### config.mk
export PLATFORM = sky130hd
export DESIGN_NAME = apb_i2c_master_arb
export DESIGN_NICKNAME = d
export VERILOG_FILES = /design/src/rtl/apb_i2c_master_arb.sv
export SDC_FILE = /design/constraint.sdc
export NUM_CORES = 1
export LEC_CHECK = 0
export BUFFER_PORTS_ARGS = -buffer_cell sky130_fd_sc_hd__buf_2
export CORE_UTILIZATION = 45
export CTS_CLUSTER_SIZE = 20
export DETAILED_ROUTE_END_ITERATION = 10
export GPL_TIMING_DRIVEN = 0
export HOLD_SLACK_MARGIN = 0.02
export PLACE_DENSITY = 0.8
export SYNTH_ARGS = -nofsm -noshare
export SYNTH_HDL_FRONTEND = slang
export SYNTH_SLANG_ARGS = --single-unit
### constraint.sdc
create_clock -name PCLK -period 5.2 [get_ports PCLK]
set_input_delay 0.26 -clock PCLK [delete_from_list [all_inputs] [get_ports PCLK]]
set_output_delay 0.26 -clock PCLK [all_outputs]
set_load 0.02 [all_outputs]
### src/rtl/apb_i2c_master_arb.sv
// Purpose: two-requester round-robin arbiter in front of a single APB master port.
// Latency: accept -> SETUP (1) -> ACCESS (>=1) -> response pulse; accept-to-accept is at least 4 cycles.
// Backpressure: requesters hold REQ_VALID until REQ_ACCEPT; the APB slave stalls with PREADY, bounded by WAIT_LIMIT.
//
// Ports:
//   PCLK, PRESETn            clock, asynchronous active-low reset
//   REQ_VALID/WRITE[1:0]     per-requester request and direction
//   REQ_ADDR/WDATA[63:0]     packed per-requester address / write data ([31:0] = requester 0)
//   REQ_ACCEPT[1:0]          one-cycle pulse when a request is latched
//   RSP_VALID[1:0]           one-cycle completion pulse to the owner
//   RSP_RDATA/ERR/TIMEOUT    completion result, held until the next completion
//   BUSY                     transfer in progress
//   PSELx..PWDATA            APB master outputs
//   PRDATA/PREADY/PSLVERR    APB slave inputs
module apb_i2c_master_arb #(
  parameter int unsigned WAIT_LIMIT = 16
) (
  input  logic        PCLK,
  input  logic        PRESETn,
  input  logic [1:0]  REQ_VALID,
  input  logic [1:0]  REQ_WRITE,
  input  logic [63:0] REQ_ADDR,
  input  logic [63:0] REQ_WDATA,
  output logic [1:0]  REQ_ACCEPT,
  output logic [1:0]  RSP_VALID,
  output logic [31:0] RSP_RDATA,
  output logic        RSP_ERR,
  output logic        RSP_TIMEOUT,
  output logic        BUSY,
  output logic        PSELx,
  output logic        PENABLE,
  output logic        PWRITE,
  output logic [31:0] PADDR,
  output logic [31:0] PWDATA,
  input  logic [31:0] PRDATA,
  input  logic        PREADY,
  input  logic        PSLVERR
);

  // A zero WAIT_LIMIT still needs a legal one-bit counter; it just never fires.
  localparam int unsigned CW = (WAIT_LIMIT > 0) ? $clog2(WAIT_LIMIT + 1) : 1;

  typedef enum logic [1:0] {
    IDLE   = 2'd0,
    SETUP  = 2'd1,
    ACCESS = 2'd2
  } state_t;

  state_t        state;
  logic [1:0]    rst_sync;
  logic          owner;
  logic          last_grant;
  logic [CW-1:0] wait_cnt;
  logic [CW-1:0] wait_nxt;
  logic          grant_ok;
  logic          grant_id;
  logic          timeout_hit;

  // Reset release is retimed through two flops so the first grant lands
  // well clear of the deassertion edge.
  always_ff @(posedge PCLK or negedge PRESETn) begin
    if (!PRESETn) begin
      rst_sync <= 2'b00;
    end else begin
      rst_sync <= {rst_sync[0], 1'b1};
    end
  end

  // No grant in the IDLE cycle that carries the response pulse: this is the
  // mandatory idle gap that makes back-to-back transfers 4 cycles apart.
  assign grant_ok = rst_sync[1] && !(|RSP_VALID);

  // Both valid: take the one not served last. One valid: take it outright.
  assign grant_id = (&REQ_VALID) ? ~last_grant : REQ_VALID[1];

  assign wait_nxt    = wait_cnt + CW'(1);
  assign timeout_hit = (WAIT_LIMIT != 0) && (wait_nxt == CW'(WAIT_LIMIT));

  assign BUSY = (state != IDLE);

  always_ff @(posedge PCLK or negedge PRESETn) begin
    if (!PRESETn) begin
      state       <= IDLE;
      PSELx       <= 1'b0;
      PENABLE     <= 1'b0;
      PWRITE      <= 1'b0;
      PADDR       <= '0;
      PWDATA      <= '0;
      REQ_ACCEPT  <= '0;
      RSP_VALID   <= '0;
      RSP_RDATA   <= '0;
      RSP_ERR     <= 1'b0;
      RSP_TIMEOUT <= 1'b0;
      wait_cnt    <= '0;
      owner       <= 1'b0;
      last_grant  <= 1'b1;  // so requester 0 wins the first contested grant
    end else begin
      REQ_ACCEPT <= '0;
      RSP_VALID  <= '0;
      case (state)
        IDLE: begin
          if (grant_ok && (|REQ_VALID)) begin
            state      <= SETUP;
            owner      <= grant_id;
            last_grant <= grant_id;
            REQ_ACCEPT <= grant_id ? 2'b10 : 2'b01;
            PWRITE     <= REQ_WRITE[grant_id];
            PADDR      <= grant_id ? REQ_ADDR[63:32]  : REQ_ADDR[31:0];
            PWDATA     <= grant_id ? REQ_WDATA[63:32] : REQ_WDATA[31:0];
            PSELx      <= 1'b1;
            wait_cnt   <= '0;
          end
        end
        SETUP: begin
          state   <= ACCESS;
          PENABLE <= 1'b1;
        end
        ACCESS: begin
          // PREADY is tested first so a ready on the last allowed cycle wins.
          if (PREADY) begin
            state       <= IDLE;
            PSELx       <= 1'b0;
            PENABLE     <= 1'b0;
            RSP_VALID   <= owner ? 2'b10 : 2'b01;
            RSP_RDATA   <= PWRITE ? 32'h0 : PRDATA;
            RSP_ERR     <= PSLVERR;
            RSP_TIMEOUT <= 1'b0;
          end else if (timeout_hit) begin
            state       <= IDLE;
            PSELx       <= 1'b0;
            PENABLE     <= 1'b0;
            RSP_VALID   <= owner ? 2'b10 : 2'b01;
            RSP_RDATA   <= 32'h0;
            RSP_ERR     <= 1'b1;
            RSP_TIMEOUT <= 1'b1;
          end else begin
            wait_cnt <= wait_nxt;
          end
        end
        default: begin
          state   <= IDLE;
          PSELx   <= 1'b0;
          PENABLE <= 1'b0;
        end
      endcase
    end
  end

endmodule

==> key figures <==
Power and ir drop
  • Leakage: 4.090 nW
  • P per Cell Area: 583.2 nW/um^2
  • Max VDD drop: 0.2928 mV

Timing
  • Slew Viols, Final: 0
  • RSZ-0062 raised after global routing: no
  • Fmax: 408.5 MHz
  • Slew @ Worst Pin: 0.5991 ns
  • Final count of hold timing violations: 0
  • Worst setup margin: 2.752 ns
  • Setup TNS: 0 ns
  • Final worst path period need: 2.448 ns
  • Period utilization: 47.08%
  • Final setup vio count: 0
  • Max Clock Skew: 0.006411 ns
  • Slew margin rel.: 60.06%

Final layout
  • Final nets: 950
  • Reg area: 2904 sq um
  • Layout cells sized above 1: 41.61%
  • # fillers: 721
  • ANT cells: 0
  • Area of the multi-input gates: 1843 sq um
  • Fin area: 7667 sq um
  • Area Growth Syn to Fin: 55.65%

Worst setup path
  • Critical Path End Type: flop
  • R2r startpoint: last_grant$_DFFE_PN1P_
  • Crit Path Category: flop to flop
  • Worst reg2reg setup slack: 2.75 ns
  • Crit Path Max Fanout: 10
  • Critical Path Slowest Stage Cell: dlygate4sd3_1
  • Crit-path max cell delay: 0.58 ns
  • Path depth of the worst reg2reg path: 6
  • Crit path cell chain: a21boi_1, buf_2, buf_2, mux2i_1, dlygate4sd3_1, o21ai_1
  • CP arrival: 2.83 ns
  • CP Launch Type: flop
  • R2r endpoint: PWDATA[12]$_DFFE_PN0P_
  • Req. time, crit path: 5.58 ns
  • Most frequent CP cell: buf_2

Hold path
  • Worst hold path depth: 3
  • Hold/Removal Path Class: primary input to flop
  • HP Start: REQ_WDATA[30]
  • Hold path endpoint: PWDATA[30]$_DFFE_PN0P_

Clocking
  • Clk slew on worst S/H paths: 0.05 ns
  • Clock sinks: 116
  • CTS max path bufs: 2
  • CTS tree: yes
  • CTS Buf Count: 17
  • Clk Latency, worst-skew pair: 0.51 ns
  • H-tree levels: 4
  • Clock root cell: clkbuf_8

Logic synthesis
  • FFs w/ async S/R, synth: 100.0%
  • Syn Nets: 600
  • Most common flop cell mapped by yosys: dfrtp_1
  • Distinct cell type count after synthesis: 35
  • Syn avg cell area: 11.46 sq um
  • Post-synth EDFFs: 0
  • Cells after Synth: 430
  • Post-synthesis sequential area ratio: 58.95%
  • YS warnings: 0
  • Yosys reg bits: 116
  • Post-Syn Area: 4926 sq um

Global route
  • Met2 track utilization from global routing: 54.06%
  • Tot GR Track Use: 29.61%
  • Grt total ovfl: 0
  • Met3 usage: 8.936%
  • Largest net degree at the start of global routing: 73
  • Initial antenna violation count: 0
  • Met1 Track Usage GR: 31.65%
  • Vias in the first global route: 5076
  • First-pass GRT wire length: 25500 microns
  • Busiest grt layer: met2

Routing
  • Drt via density: 5.172
  • DRT iter0 DRCs: 324
  • Drt pass-1 iters: 6
  • DRC violations left: 0
  • Antenna Nets Post-Route: 0
  • DRT Wirelength: 16430 microns
  • DR vias: 4805
  • Post-DR wirelength/cell: 17.69 microns

Die
  • Top Ports: 274
  • Std cell rows: 37
  • Core area: 10460 sq um
  • Starting Density: 47.08%
  • DIE AREA: 11370 sq um
  • Chip height: 106.6 microns
  • Die width: 106.6 microns

Place
  • Final GP Congestion: 0.7905
  • DP Area: 6487 sq um
  • DP Worst Slack: 3.247 ns
  • DP Wirelength: 10550 microns
  • Port Buffers: 272

Run status
  • Outcome: complete, no violations

Run
  • Max_cap viols: 0
==> power breakdown <==
group	internal [mW]	total [mW]	switching, mW
sequential	1.29	1.53	0.240
clock	0.752	1.16	0.410
combinational	0.657	1.78	1.12
==> critical path, delay by kind of cell (launching register included) <==
| family | cells | cell delay [ns] |
|---|---|---|
| buffers and inverters | 3 | 1.32 |
| muxes | 1 | 0.23 |
| DFF | 1 | 0.37 |
| AOI/OAI and AO/OA | 2 | 0.40 |
==> per-stage QoR <==
stage          util, %  std cells  power [mW]  hold WS, ns
2_1_floorplan        -        430       2.564     -0.03559
3_3_place_gp     61.72        838       3.173       0.3328
3_5_place_dp     62.01        839       3.235       0.3005
4_1_cts          73.28        929       4.448      0.02096
5_1_grt          73.28        929       4.706      0.02871
6_report         73.28        929       4.472      0.02836
==> synth_stat cells, types with 2 or more instances <==
cell / number / area share (%)
a21boi_1: 2 / 0.30
a21o_1: 3 / 0.46
a21oi_1: 6 / 0.61
a22o_1: 32 / 5.7
buf_1: 6 / 0.46
buf_2: 14 / 1.4
buf_6: 3 / 0.69
clkbuf_1: 6 / 0.46
dfrtp_1: 115 / 58
ha_1: 2 / 0.51
inv_1: 7 / 0.53
mux2i_1: 67 / 14
nand2_1: 69 / 5.3
nand3_1: 2 / 0.20
nor2_1: 8 / 0.61
nor3_1: 2 / 0.20
o21ai_1: 65 / 6.6
o21ai_4: 2 / 0.66
o2bb2ai_1: 3 / 0.53
==> worst max-delay path by stage <==
stage,cells after the start,to,startpoint,slack [ns]
floorplan,7,RSP_RDATA[10]$_DFFE_PN0P_,wait_cnt[0]$_DFFE_PN0P_,3.43
global placement,1,PWDATA[4]$_DFFE_PN0P_,PRESETn,2.59
detailed placement,6,PWDATA[28]$_DFFE_PN0P_,REQ_VALID[1],3.25
CTS,6,PADDR[1]$_DFFE_PN0P_,last_grant$_DFFE_PN1P_,2.78
global route,6,PADDR[1]$_DFFE_PN0P_,last_grant$_DFFE_PN1P_,2.59
finish,6,PWDATA[12]$_DFFE_PN0P_,last_grant$_DFFE_PN1P_,2.75
==> cell type report <==
cell class                 count  area share (%)
sequential                   116           37.88
buffer                        29           1.942
tap                          136           2.219
clock buffer                  19           5.760
multi-input combinational    277           24.04
timing repair buffer         331           25.72
inverter                       8          0.3916
clock inverter                13           2.056
==> routing by layer <==
layer	vias up	routed length, microns
met4	0	525
met3	49	1252
li1	2219	-
met5	-	0
met2	258	8606
met1	2279	6049
==> layout by cell type (no fill, tap or decap), types with 2 or more instances in the layout <==
cell           count
buf_2            285
dfrtp_1          115
nand2_1           69
mux2i_1           67
o21ai_1           65
dlygate4sd3_1     58
a22o_1            32
clkbuf_16         16
nor2_1             8
inv_1              7
clkbuf_1           6
buf_1              6
a21oi_1            6
clkinvlp_4         4
clkinv_2           4
buf_6              3
o2bb2ai_1          3
a21o_1             3
clkbuf_8           3
bufinv_16          3
a21boi_1           2
nand3_1            2
o21ai_4            2
nor3_1             2
ha_1               2
clkinv_4           2
==> cells by family after synthesis <==
logic type	Yosys count	share of synthesized area (%)
compound gates	119	15.80
flops	116	58.95
simple gates	88	7.417
mux	67	13.61
buf+inv	37	3.632
fa+ha+maj	2	0.5079
other cells	1	0.07613
==> flip-flops by register name (all words and copies together) (netlist names) <==
name	flops
RSP_VALID	2
wait_cnt	5
RSP_ERR	1
PWDATA	32
last_grant	1
state	2
PENABLE	1
RSP_TIMEOUT	1
PSELx	1
rst_sync	2
owner	1
REQ_ACCEPT	2
PWRITE	1
PADDR	32
RSP_RDATA	32
==> what timing repair did <==
action                                 4_1_cts  5_1_grt
setup buffers                                0        0
endpoints found under the hold margin       94        0
gates resized for setup                      0        0
hold buffers                                58        0
No activity file was read; power rests on OpenSTA's default activity.
